[src/rtl/sync_fifo.sv]
// Single-clock FIFO with full/empty flags and registered write/read error pulses.
// Optional occupancy output `level` is enabled by defining SYNC_FIFO_LEVEL_EN.
module sync_fifo #(
  parameter int width     = 8,
  parameter int depth     = 16,
  parameter int ptr_width = 4
) (
  input  logic             clk,
  input  logic             rst,
  input  logic             wen,
  input  logic [width-1:0] wdata,
  output logic             full,
  output logic             werr,
  input  logic             ren,
  output logic [width-1:0] rdata,
  output logic             empty,
  output logic             rerr
`ifdef SYNC_FIFO_LEVEL_EN
  ,
  output logic [ptr_width:0] level
`endif
);

  // Handshake: a write is accepted on any edge with wen=1 and full=0, a read on
  // any edge with ren=1 and empty=0, both judged on pre-edge flags. A request
  // that is not accepted is dropped and raises werr/rerr for the next cycle.
  localparam logic [ptr_width:0] ptr_one = {{ptr_width{1'b0}}, 1'b1};

  logic [width-1:0]  mem_q [depth];
  logic [ptr_width:0] wptr_q, wptr_d;
  logic [ptr_width:0] rptr_q, rptr_d;
  logic [width-1:0]  rdata_q, rdata_d;
  logic              werr_q, werr_d;
  logic              rerr_q, rerr_d;
  logic              wr_accept, rd_accept;

  always_comb begin
    empty     = (wptr_q == rptr_q);
    full      = (wptr_q[ptr_width] != rptr_q[ptr_width]) &&
                (wptr_q[ptr_width-1:0] == rptr_q[ptr_width-1:0]);
    wr_accept = wen && !full;
    rd_accept = ren && !empty;
    wptr_d    = wr_accept ? wptr_q + ptr_one : wptr_q;
    rptr_d    = rd_accept ? rptr_q + ptr_one : rptr_q;
    rdata_d   = rd_accept ? mem_q[rptr_q[ptr_width-1:0]] : rdata_q;
    werr_d    = wen && full;
    rerr_d    = ren && empty;
  end

  always_ff @(posedge clk) begin
    if (rst) begin
      wptr_q  <= '0;
      rptr_q  <= '0;
      rdata_q <= '0;
      werr_q  <= 1'b0;
      rerr_q  <= 1'b0;
    end else begin
      wptr_q  <= wptr_d;
      rptr_q  <= rptr_d;
      rdata_q <= rdata_d;
      werr_q  <= werr_d;
      rerr_q  <= rerr_d;
    end
  end

  // Storage is deliberately left uncleared by reset; only the pointers matter.
  always_ff @(posedge clk) begin
    if (!rst && wr_accept) begin
      mem_q[wptr_q[ptr_width-1:0]] <= wdata;
    end
  end

  assign rdata = rdata_q;
  assign werr  = werr_q;
  assign rerr  = rerr_q;

`ifdef SYNC_FIFO_LEVEL_EN
  assign level = wptr_q - rptr_q;
`endif

endmodule

[config.mk]
export PLATFORM = sky130hd
export DESIGN_NAME = sync_fifo
export DESIGN_NICKNAME = d
export VERILOG_FILES = /design/src/rtl/sync_fifo.sv
export SDC_FILE = /design/constraint.sdc
export NUM_CORES = 1
export LEC_CHECK = 0
export ABC_AREA = 1
export ABC_CLOCK_PERIOD_IN_PS = 3220
export CAP_MARGIN = 20
export CORE_UTILIZATION = 39
export CTS_CLUSTER_SIZE = 16
export DETAILED_ROUTE_END_ITERATION = 10
export HOLD_SLACK_MARGIN = 0.08
export PLACE_DENSITY_LB_ADDON = 0.12
export SYNTH_ARGS = -nofsm -noshare
export SYNTH_HDL_FRONTEND = slang
export SYNTH_SLANG_ARGS = --single-unit
[constraint.sdc]
create_clock -name clk -period 3.22 [get_ports clk]
set_clock_uncertainty 0.05 [all_clocks]
set_input_delay 0.644 -clock clk [delete_from_list [all_inputs] [get_ports clk]]
set_output_delay 0.644 -clock clk [all_outputs]
set_load 0.005 [all_outputs]
==> summary.txt, run 1 <==
Power
  – Switching Share: 26.12%
  – Combinational share of power: 12.9%
  – Peak VDD IR: 0.4308 mV
  – Sequential power share: 45.6%
  – Internal: 3.458 mW
  – Final total power: 4.681 mW
  – PD cells: 608.8 nW/um^2
  – Leak Pwr: 3.133 nW
  – Net switching power: 1.223 mW
  – Clock power share: 41.5%

Final layout
  – Register area: 4245 sq um
  – Nets: 717
  – Syn-to-layout area delta: 18.76%
  – ANT cells: 0
  – Area occupied by multi-input gates: 1744 sq um
  – Fraction of layout cells with a size suffix above 1: 10.94%
  – Final std cell area, no fill: 7690 sq um
  – Fill count: 1493

Clock network
  – Clock-pin slew on the worst setup and hold paths: 0.06 ns
  – # clock sinks: 148
  – Total CTS buffers: 17
  – Worst-Skew Late Latency: 0.42 ns
  – Post-CTS Hold Fix Bufs: 0
  – Post-CTS Resized: 0
  – CTS Root Cell: clkbuf_16
  – CTS tree: done
  – Clk buf depth: 2
  – H-tree depth: 4
  – Setup bufs post-CTS: 0

GRT
  – Initial antenna violation count: 0
  – Gr usage total: 20.71%
  – Vias in the first global route: 4394
  – Largest net degree at the start of global routing: 68
  – First-pass GRT wire length: 24.73 mm
  – Grt ovf: 0

Min path
  – Hold Crit Endpoint: wptr_q[4]$_SDFFE_PP0P_
  – HP Class: reg -> reg
  – Hold Startpoint: wptr_q[4]$_SDFFE_PP0P_
  – Hold depth: 2

Timing
  – Slew headroom: 48.55%
  – Final setup vio count: 0
  – Max Fclk: 357.5 MHz
  – Period utilization: 86.87%
  – Worst-Margin Slew: 0.7693 ns
  – RSZ-0062 raised after global routing: false
  – Final setup margin: 0.4227 ns
  – Crit path time final: 2.797 ns
  – Fin Setup TNS: 0 ns
  – Final Hold Violating Endpoints: 0
  – Final Max Tran Viols: 0

Yosys
  – Synth warn: 0
  – Library cells used by synthesis: 26
  – Post-Syn Instances: 654
  – Sequential-to-total area share from yosys stat: 65.55%
  – Mapped Area: 6475 sq um
  – Avg Cell Area, Syn: 9.901 sq um
  – #FFs+latches synth: 148
  – Synth Net Count: 671

Critical path
  – CP Class: reg -> out
  – Worst r2r src: rptr_q[2]$_SDFFE_PP0P_
  – RR Endpoint: mem_q[14][5]$_DFFE_PP_
  – Critical Path Fanout Max: 15
  – Crit path DAT: 2.10 ns
  – Crit end category: output pin
  – Startpoint types: flop
  – Register-to-Register Setup Slack: 1.14 ns
  – Worst path required time: 2.53 ns
  – Number of cells on the worst reg-to-reg path: 10

Drt
  – DRT Pass-1 Iters: 5
  – Final wirelength: 16.14 mm
  – Vias per cell: 4.886
  – DR vias: 4539
  – Drt first-iter violations: 399
  – Post-route ant nets: 0
  – Remaining DRCs: 0
  – Drt wl/cell: 17.37 microns

Floorplan
  – Die height: 130.9 microns
  – Site Rows: 46
  – Die area: 17120 sq um
  – Die Span X: 130.9 microns
  – Initial Utilization: 40.32%
  – Core Box Area: 16060 sq um
  – Num ports: 24

Place
  – IO buf count: 23
  – Placed cell areas: 7109 sq um
  – Placer Congestion: 0.8508
  – HPWL Detailed: 10.43 mm
  – Pre-CTS setup slack: 0.7825 ns

Outcome
  – Outcome: complete, no violations

Job
  – Max Cap Viol: 0
## worst max path at each step
stage                                start                endpoint  cells after the start
floorplan                              rst  mem_q[11][0]$_DFFE_PP_                      4
global placement                       rst  mem_q[14][6]$_DFFE_PP_                      6
detailed placement                     rst  mem_q[14][5]$_DFFE_PP_                      6
CTS                 rptr_q[2]$_SDFFE_PP0P_                    full                      8
global route        wptr_q[3]$_SDFFE_PP0P_                    full                      7
finish              rptr_q[2]$_SDFFE_PP0P_                    full                      8
## registers in the layout (all words and copies together) (netlist names)
register  count
rptr_q        5
rerr          1
rdata         8
wptr_q        5
mem_q       128
werr          1
## cell type report
| type | count | area share (%) |
|---|---|---|
| Tap cell | 216 | 3.514 |
| Sequential cell | 148 | 55.21 |
| Clock inverter | 14 | 1.969 |
| Multi-Input combinational cell | 378 | 22.68 |
| Inverter | 99 | 4.832 |
| Timing Repair Buffer | 56 | 6.215 |
| Clock buffer | 18 | 5.581 |
## critical path: stages (launching register included)
cell             delay, ns
dfxtp_1               0.31
buf_4                 0.20
inv_2                 0.12
nand2_1               0.07
nand2_1               0.07
nor2_2                0.16
nand3_2               0.17
inv_2                 0.09
clkdlybuf4s50_1       0.50
## synth_stat cells, drive strengths merged
| library cell | number | share of area (%) |
|---|---|---|
| a21oi | 14 | 1.1 |
| buf | 15 | 1.4 |
| clkbuf | 14 | 0.81 |
| clkinv | 1 | 0.058 |
| dfxtp | 20 | 6.2 |
| edfxtp | 128 | 59 |
| ha | 5 | 0.97 |
| inv | 98 | 5.7 |
| nand2 | 148 | 8.6 |
| nand3 | 67 | 5.4 |
| nor2 | 85 | 5.1 |
| nor3 | 1 | 0.077 |
| nor4 | 15 | 1.4 |
| o21ai | 36 | 2.8 |
| xnor2 | 3 | 0.41 |
| xor2 | 4 | 0.54 |
## stage by stage
stage,std cells,utilization (%),hold slack [ns]
final,929,47.89,0.4609
after global routing,929,47.89,0.4756
after CTS,929,47.89,0.4612
after detailed placement,897,44.27,0.4506
after global placement,897,44.27,0.4315
after floorplan,654,-,0.4153
## metal layers
metal | vias up | routed length [microns] | track usage (%) | part of all wire [%]
li1 | 2224 | - | - | -
met1 | 2202 | 7631 | 28.10 | 47
met2 | 101 | 7597 | 32.96 | 47
met3 | 12 | 742 | 4.967 | 4.6
met4 | 0 | 168 | 6.153 | 1.0
met5 | - | 0 | 0 | 0
## power by group through the flow
stage          clock [mW]  combinational, mW  sequential (mW)
6_report             1.94              0.603             2.13
4_1_cts              1.97              0.605             2.14
3_3_place_gp            0              0.605             2.18
3_5_place_dp            0              0.602             2.18
2_1_floorplan           0              0.362             2.18
5_1_grt              2.06              0.675             2.14
## logic make-up after synthesis
logic type / count (synthesis) / share of synthesized area (%)
buf+inv: 128 / 8.000
flops: 148 / 65.55
simple gates: 316 / 20.68
fa+ha+maj: 5 / 0.9662
compound gates: 50 / 3.865
xor+xnor: 7 / 0.9469
## cell usage in the layout (no fill, tap or decap)
cell / Yosys / final
buf_4: 1 / 33
clkdlybuf4s50_1: 0 / 23
nand2_2: 1 / 1
edfxtp_1: 128 / 128
nor4_1: 15 / 10
nor2_2: 1 / 1
clkinv_4: 0 / 3
clkbuf_16: 0 / 17
dfxtp_2: 0 / 1
ha_1: 5 / 5
nand3_4: 1 / 1
dfxtp_1: 20 / 19
xor2_1: 4 / 4
bufinv_16: 0 / 2
nor2_4: 1 / 1
nand2_1: 147 / 147
nand3_2: 1 / 1
o21ai_0: 34 / 34
nor2_1: 83 / 83
inv_2: 5 / 5
inv_1: 93 / 93
inv_6: 0 / 4
nor3_1: 1 / 1
xnor2_1: 3 / 3
o21ai_1: 2 / 2
clkinv_1: 1 / 3
a21oi_1: 14 / 14
nand3_1: 65 / 65
clkbuf_1: 14 / 1
nor4_2: 0 / 5
clkinvlp_4: 0 / 3
Power figures use the tool's default switching activity.
==> run 2, diff against run 1 <==
ABC_CLOCK_PERIOD_IN_PS = 3350   (was 3220)
clock period = 3.35 ns   (was 3.22 ns; I/O delays follow)
==> run 2 against run 1 <==
  * Via count is 0.22% higher
  * Sequential power is 4% lower
  * Count of clock-buffer cells in the layout is 9 higher
  * Wire length is 0.65% higher
  * Critical endpoint unchanged
==> summary.txt, run 2 (synthesis gave the netlist of run 1 again) <==
Floorplan
  – Die area: 17120 sq um (unchanged)
  – Initial Utilization: 40.32% (unchanged)
  – Num ports: 24 (unchanged)
  – Core Box Area: 16060 sq um (unchanged)
  – Site Rows: 46 (unchanged)
  – Die height: 130.9 microns (unchanged)
  – Die Span X: 130.9 microns (unchanged)

Critical path
  – Critical Path Fanout Max: 15 (unchanged)
  – CP Class: reg -> out
  – CP cell instances: buf_4 > inv_2 > nand2_1 > nand2_1 > nor2_2 > nand3_2 > inv_2 > clkdlybuf4s50_1
  – Number of cells on the worst reg-to-reg path: 10 (unchanged)
  – Crit end category: output pin
  – Worst r2r src: rptr_q[2]$_SDFFE_PP0P_
  – Crit path DAT: 2.10 ns (about the same)
  – Register-to-Register Setup Slack: 1.27 ns (+0.13 ns)
  – Slowest cell on crit path: clkdlybuf4s50_1
  – RR Endpoint: mem_q[14][1]$_DFFE_PP_
  – CP peak stage delay: 0.49 ns (about the same)
  – Startpoint types: flop
  – Worst path required time: 2.63 ns (+0.10 ns)

Drt
  – Remaining DRCs: 0 (unchanged)
  – Final wirelength: 16.25 mm (+0.65%)
  – Drt first-iter violations: 472 (+18%)
  – Drt wl/cell: 17.49 microns (+0.65%)
  – Post-route ant nets: 0 (unchanged)
  – Vias per cell: 4.897 (+0.22%)
  – DRT Pass-1 Iters: 5 (unchanged)
  – DR vias: 4549 (+0.22%)

Timing
  – Final Max Tran Viols: 0 (unchanged)
  – Worst-Margin Slew: 0.7760 ns (+0.006762 ns)
  – Crit path time final: 2.818 ns
  – Fin Setup TNS: 0 ns (unchanged)
  – Slew headroom: 48.10% (-0.45 points)
  – Max Fclk: 354.8 MHz
  – Final setup vio count: 0 (unchanged)
  – WHS: 0.4551 ns (-0.005821 ns)
  – Period utilization: 84.13%
  – RSZ-0062 raised after global routing: false
  – Final Hold Violating Endpoints: 0 (unchanged)

Place
  – HPWL Detailed: 10.38 mm (-0.43%)
  – Placer Congestion: 0.8548 (+0.47%)
  – IO buf count: 23 (unchanged)
  – Placed cell areas: 7109 sq um (unchanged)
  – Placed cell count: 897 (unchanged)

Clock network
  – Setup bufs post-CTS: 0 (unchanged)
  – Worst-Skew Late Latency: 0.43 ns (about the same)
  – H-tree depth: 4 (unchanged)
  – Total CTS buffers: 17 (unchanged)
  – CTS Root Cell: clkbuf_16
  – Clock-pin slew on the worst setup and hold paths: 0.06 ns (about the same)
  – CTS tree: done
  – Clk buf depth: 2 (unchanged)
  – # clock sinks: 148 (unchanged)
  – Post-CTS Hold Fix Bufs: 0 (unchanged)
  – Post-CTS Resized: 0 (unchanged)

Power
  – Net switching power: 1.129 mW (-7.7%)
  – Peak VDD IR: 0.3603 mV (-16%)
  – Internal: 3.379 mW (-2.3%)
  – Sequential power share: 45.5% (about the same)
  – PD cells: 584.9 nW/um^2 (-3.9%)
  – Switching Share: 25.04% (-1.1 points)
  – Leak Pwr: 3.160 nW (+0.87%)
  – Combinational share of power: 12.8% (about the same)
  – Clock power share: 41.6% (about the same)
  – Final total power: 4.508 mW (-3.7%)

Final layout
  – Commonest non-fill, non-tap cell in the layout: nand2_1
  – Final std cell area, no fill: 7707 sq um (+0.23%)
  – Syn-to-layout area delta: 19.03%
  – Most frequent cells in the layout: nand2_1, edfxtp_1, inv_1
  – ANT cells: 0 (unchanged)
  – Register area: 4245 sq um (unchanged)
  – Max reg flops: 128 (unchanged)
  – Fraction of layout cells with a size suffix above 1: 11.08% (+0.14 points)
  – Fill count: 1481 (-0.80%)
  – Nets: 717 (unchanged)
  – Fin cells: 929 (unchanged)
  – Area occupied by multi-input gates: 1744 sq um (unchanged)

GRT
  – Gr usage total: 20.81% (+0.10 points)
  – Largest net degree at the start of global routing: 68 (unchanged)
  – Initial antenna violation count: 0 (unchanged)
  – Grt ovf: 0 (unchanged)
  – Vias in the first global route: 4392 (-0.046%)
  – First-pass GRT wire length: 24.60 mm (-0.53%)

Job
  – Max Cap Viol: 0 (unchanged)

Min path
  – HP Class: reg -> reg
  – Hold Crit Endpoint: rptr_q[3]$_SDFFE_PP0P_
  – Hold Startpoint: rptr_q[3]$_SDFFE_PP0P_
  – Hold depth: 2 (unchanged)

Outcome
  – Outcome: complete, no violations
## run 2: changes by cell type in the layout (fill, tap and decap cells not counted), sizes merged
cell	previous run	this run
bufinv	2	0
clkinv	6	5
clkinvlp	3	0
clkbuf	18	27
inv	102	99
## run 2: power by group through the flow
stage | Clock, mW | Combinational, mW | Sequential (mW)
4_1_cts | 1.92 | 0.582 | 2.05
6_report | 1.88 | 0.579 | 2.05
3_5_place_dp | 0 | 0.579 | 2.09
5_1_grt | 1.99 | 0.647 | 2.06
3_3_place_gp | 0 | 0.579 | 2.09
2_1_floorplan | 0 | 0.348 | 2.09
## run 2: critical path: cells and delay by family (launching register included)
kind	cells	cell delay (ns)
flops	1	0.31
simple gates	4	0.46
buf+inv	4	0.90
## run 2: metal layers
metal	global-route usage (%)	vias up	part of all wire (%)
li1	-	2231	-
met1	27.45	2156	45
met2	32.43	136	47
met3	5.782	26	6.2
met4	8.384	0	1.9
met5	0	-	0
## run 2: worst max-delay path by stage
stage	start	to	depth (start not counted)
after floorplan	rst	mem_q[11][0]$_DFFE_PP_	4
after global placement	rst	mem_q[14][6]$_DFFE_PP_	6
after detailed placement	rst	mem_q[14][7]$_DFFE_PP_	6
after CTS	rptr_q[2]$_SDFFE_PP0P_	full	8
after global routing	rptr_q[3]$_SDFFE_PP0P_	full	7
final	rptr_q[2]$_SDFFE_PP0P_	full	8
## run 2: layout make-up
cell class / count / share of cell area (%)
sequential: 148 / 55.08
multi-input combinational: 378 / 22.63
clock buffer: 27 / 7.321
timing repair buffer: 56 / 6.201
inverter: 99 / 4.821
tap: 216 / 3.506
clock inverter: 5 / 0.4383
## run 2: per-stage QoR
step / setup slack, ns / utilization, %
5_1_grt: 0.3510 / 48.00
6_report: 0.5315 / 48.00
3_3_place_gp: 0.9192 / 44.27
3_5_place_dp: 0.9157 / 44.27
2_1_floorplan: 0.8462 / -
4_1_cts: 0.5036 / 48.00
==> RTL change 1: new RTL, config.mk and constraints of run 1 <==
Set the parameter `ptr_width` to 5 (it was 4).
--- a/src/rtl/sync_fifo.sv
+++ b/src/rtl/sync_fifo.sv
@@ -5,3 +5,3 @@
   parameter int depth     = 16,
-  parameter int ptr_width = 4
+  parameter int ptr_width = 5
 ) (
Behaviour: same outputs for any inputs over 10 cycles, from zero or initial values and one cycle with rst high; that may be too few to reach the edited logic, so the function may still have changed.
==> RTL change 1 against run 1 <==
- worst setup slack got worse by 0.22 ns
- sequential cell count increased by 2
- count of clock-buffer cells in the layout decreased by 1
- cell area is 1.5% lower
- combinational power decreased by 2%
- via count is 2.8% lower
- sequential power rose by 2%
- total power increased by 2.6%
- wire length is 2.0% lower
- synthesized area decreased by 0.77%
- critical path type unchanged
- largest cell class unchanged
==> RTL change 1: results (changes against run 1) <==
metric,value,unit,change
status,"complete, no violations",,unchanged
Port Buffer Count,23,,unchanged
initial drt markers,408,,was 399
Post-synth EDFFs,128,,unchanged
Unique masters post-synth,26,,unchanged
worst skew pair latency,0.43,ns,
initial antenna violation count,0,,unchanged
post-CTS setup-driven buffer insertion count,0,,unchanged
CP peak stage delay,0.58,ns,was 0.50 ns
DR vias/cell,4.96,,was 4.89
Worst Path Arrival,2.32,ns,was 2.10 ns
synthesized net count,641,,was 671
Async SR Flop Fraction,0,,unchanged
global-route wire length before repair,24700,um,about the same
largest net degree at the start of global routing,66,,was 68
Worst Hold Class,flop to flop,,unchanged
nets,678,,was 717
Final Util,0.473,,was 0.479
max FFs per register,128,,unchanged
clk slew on worst S/H paths,0.06,ns,about the same
number of buffers created by CTS,17,,unchanged
worst vdd ir,0.387,mV,was 0.431 mV
RePlAce Congestion,0.867,,was 0.851
vias in the first global route,4371,,"was 4,394"
post-DP HPWL,10200,um,"was 10,400 um"
mux contribution to synthesized area,0,,unchanged
post-synthesis compound-gate area fraction,0.0343,,was 0.0386
layout cells sized above 1,0.110,,was 0.109
post-CTS sizing,0,,unchanged
DRT Pass-1 Iters,5,,unchanged
Synth Area per Inst,10.3,um2,was 9.90 um2
final WL,15800,um,"was 16,100 um"
gr usage total,0.203,,was 0.207
cell count after placement,858,,was 897
Non-Filler Instances,890,,was 929
Synth Area in Adders,0.00974,,was 0.00966
Slew @ Worst Pin,0.866,ns,was 0.769 ns
"Hold-fix buffers, CTS",0,,unchanged
CTS H-tree depth,4,,unchanged
Ant. Diodes,0,,unchanged
cell count of the worst reg-to-reg path,9,,was 10
Synth Area in XOR/XNOR,0.0150,,was 0.00947
crit-path max FO,13,,was 15
Yosys warnings,0,,unchanged
Main synth FF type,edfxtp_1,,unchanged
synth cell count leaders,"nand2_1 (182), edfxtp_1 (128), nor2_1 (90), nand3_1 (62), o21ai_0 (32)",,"was nand2_1 (147), edfxtp_1 (128), inv_1 (93), nor2_1 (83), nand3_1 (65)"
slowest CP cell,dfxtp_1,,was clkdlybuf4s50_1
leakage power total,2.85,nW,was 3.13 nW
sequential-to-total area share from yosys stat,0.667,,was 0.655
Area contributors post-synth,"edfxtp_1 (60%), nand2_1 (11%), dfxtp_1 (6.9%), nor2_1 (5.3%), nand3_1 (4.8%)",,"was edfxtp_1 (59%), nand2_1 (8.5%), dfxtp_1 (6.2%), inv_1 (5.4%), nand3_1 (5.0%)"
## RTL change 1: cell count changes in the layout (fill, tap and decap cells not counted), sizes merged, moves of 2 or more
cell   change
nor3      +14
nor2       +7
inv       -76
xor2       +4
nor4      -15
nand2     +36
o21ai      -2
dfxtp      +2
nand3      -3
buf        -4
a21oi      -4
## RTL change 1: final timing paths
path                                              from                endpoint  slack (ns)
worst max register to register  rptr_q[1]$_SDFFE_PP0P_   mem_q[4][5]$_DFFE_PP_        0.97
worst min register to register  wptr_q[5]$_SDFFE_PP0P_  wptr_q[5]$_SDFFE_PP0P_        0.46
worst min-delay path            wptr_q[5]$_SDFFE_PP0P_  wptr_q[5]$_SDFFE_PP0P_        0.46
worst max-delay path            rptr_q[3]$_SDFFE_PP0P_                    full        0.20
## RTL change 1: report_power, final
part	internal (W)	total (W)	switching (W)
clock	0.00122	0.00205	0.000826
combinational	0.000198	0.000588	0.000390
sequential	0.00214	0.00217	0.0000259
## RTL change 1: cell families (layout without fill, tap and decap cells)
kind of cell	Yosys count	in the layout
AND/OR/NAND/NOR	356	356
flip-flops	150	150
buffers and inverters	58	108
AO/OA/AOI/OAI	44	44
XOR/XNOR	11	11
adder cells (fa/ha/maj)	5	5
## RTL change 1: layout make-up
class                      count  area (um2)
fill                        1538        8430
sequential                   150        4290
clock buffer                  17         425
multi-input combinational    416        1870
timing repair buffer          52         448
inverter                      24        90.1
tap                          216         270
clock inverter                15         179
## RTL change 1: metrics by stage
step	area [um2]	power [W]	setup slack (ns)
3_5_place_dp	6970	0.00280	0.671
5_1_grt	7570	0.00498	0.0387
4_1_cts	7570	0.00483	0.198
2_1_floorplan	6420	0.00259	0.920
3_3_place_gp	6970	0.00280	0.696
6_report	7570	0.00480	0.201
## RTL change 1: metal layers
| metal | global-route usage | part of all wire |
|---|---|---|
| met1 | 0.276 | 0.47 |
| met2 | 0.309 | 0.46 |
| met3 | 0.0521 | 0.048 |
| met4 | 0.0859 | 0.021 |
| met5 | 0 | 0 |
## RTL change 1: worst max-delay path: cells and delay by family (launching register included)
family,cells,cell delay (ns)
DFF,1,0.58
buffers and inverters,3,0.78
and+or+nand+nor,4,0.54
==> RTL change 2: new RTL, config.mk and constraints of run 1 <==
Made on the original files. Put one more register stage on the output `rerr`. The value now appears one clock later. The other outputs are not delayed to match. Comments in the files are not updated.
--- a/src/rtl/sync_fifo.sv
+++ b/src/rtl/sync_fifo.sv
@@ -74,3 +74,5 @@
   assign werr  = werr_q;
-  assign rerr  = rerr_q;
+  always_ff @(posedge clk) begin
+    rerr <= rerr_q;
+  end
 
Function: changed (Yosys sat finds a counterexample within 4 cycles, from zero or initial values and one cycle with rst high).
==> RTL change 2 against run 1 <==
- synthesized area increased by 0.31%
- sequential cell count grew 1
- critical path depth stayed put
- wire length shrank 0.98%
- cell area shrank 0.39%
- worst setup slack is essentially flat
- highest routed layer unchanged
- total power increased by 2.8%
==> RTL change 2: results (changes against run 1) <==
metric,value,unit,change
status,"complete, no violations",,unchanged
leakage power total,3.12,nW,was 3.13 nW
Async SR Flop Fraction,0,,unchanged
CP peak stage delay,0.49,ns,
number of fill cells,1466,,"was 1,493"
worst hold margin,0.277,ns,was 0.461 ns
clk slew on worst S/H paths,0.06,ns,about the same
Worst Path Arrival,2.10,ns,about the same
maximum root-to-sink buffer count,2,,unchanged
Non-Filler Instances,923,,was 929
Ant. Diodes,0,,unchanged
Main synth FF type,edfxtp_1,,unchanged
worst vdd ir,0.427,mV,was 0.431 mV
CTS H-tree depth,4,,unchanged
share of power burned in registers,0.447,,was 0.456
Root Buffer Master,clkbuf_16,,unchanged
post-DP HPWL,10400,um,about the same
DRT Pass-1 Iters,5,,unchanged
cell count after placement,891,,was 897
global-route wire length before repair,24900,um,"was 24,700 um"
Yosys warnings,0,,unchanged
number of buffers created by CTS,17,,unchanged
crit-path max FO,15,,unchanged
layout cells sized above 1,0.0934,,was 0.109
cell internal pwr,0.00361,W,was 0.00346 W
setup ws final,0.422,ns,was 0.423 ns
post-place setup slack,0.526,ns,was 0.782 ns
DR vias/cell,4.83,,was 4.89
gr usage total,0.206,,was 0.207
Area after DPL,7050,um2,was 7110 um2
sequential-to-total area share from yosys stat,0.657,,was 0.655
vias in the first global route,4324,,"was 4,394"
Post-synth EDFFs,128,,unchanged
flop2flop setup slack,1.05,ns,was 1.14 ns
nets,711,,was 717
largest net degree at the start of global routing,68,,unchanged
Synth Area per Inst,9.92,um2,was 9.90 um2
Final Max Slew Viols,0,,unchanged
Clock Power,0.00207,W,was 0.00194 W
initial drt markers,453,,was 399
synthesized net count,672,,was 671
Relative slew margins,0.408,,was 0.486
Area contributors post-synth,"edfxtp_1 (59%), nand2_1 (8.5%), dfxtp_1 (6.5%), inv_1 (5.4%), nand3_1 (5.0%)",,"was edfxtp_1 (59%), nand2_1 (8.5%), dfxtp_1 (6.2%), inv_1 (5.4%), nand3_1 (5.0%)"
RePlAce Congestion,0.872,,was 0.851
Port Buffer Count,23,,unchanged
synth cell count leaders,"nand2_1 (147), edfxtp_1 (128), inv_1 (93), nor2_1 (83), nand3_1 (65)",,unchanged
max FFs per register,128,,unchanged
initial antenna violation count,0,,unchanged
post-CTS setup-driven buffer insertion count,0,,unchanged
worst skew pair latency,0.43,ns,
final WL,16000,um,"was 16,100 um"
total power draw,0.00481,W,was 0.00468 W
Unique masters post-synth,26,,unchanged
RTL change 2: cell types whose count changed after synthesis, sizes merged:
| cell | run 1 | this run |
|---|---|---|
| dfxtp | 20 | 21 |
RTL change 2: cell families after synthesis:
logic type	count (synthesis)	synth area share
compound gates	50	0.0385
flops	149	0.657
simple gates	316	0.206
buf+inv	128	0.0798
fa+ha+maj	5	0.00963
xor+xnor	7	0.00944
RTL change 2: cell type report:
class / count / area, um2 / share of cell area
Sequential cell: 149 / 4270 / 0.557
Multi-Input combinational cell: 378 / 1710 / 0.224
Clock buffer: 19 / 433 / 0.0565
Timing Repair Buffer: 49 / 425 / 0.0555
Inverter: 99 / 372 / 0.0485
Tap cell: 216 / 270 / 0.0353
Clock inverter: 13 / 181 / 0.0237
RTL change 2: path summary, 6_finish.rpt:
check                               from               endpoint  cells past startpoint
setup reg to reg  rptr_q[1]$_SDFFE_PP0P_  mem_q[1][7]$_DFFE_PP_                      9
hold / removal         rerr_q$_SDFF_PP0_           rerr$_DFF_P_                      0
setup / recovery  rptr_q[2]$_SDFFE_PP0P_                   full                      8
hold reg to reg        rerr_q$_SDFF_PP0_           rerr$_DFF_P_                      0
RTL change 2: layer usage:
metal / part of all wire / vias up / wire, um / track usage
met5: 0 / - / 0 / 0
met4: 0.015 / 0 / 242 / 0.0723
met3: 0.057 / 25 / 915 / 0.0438
met2: 0.44 / 149 / 7030 / 0.313
met1: 0.49 / 2073 / 7790 / 0.292
li1: - / 2213 / - / -
RTL change 2: critical path: cells and delay by family, from the launching register on:
kind	cells	cell delay, ns
buffers and inverters	4	0.89
and+or+nand+nor	4	0.47
DFF	1	0.30
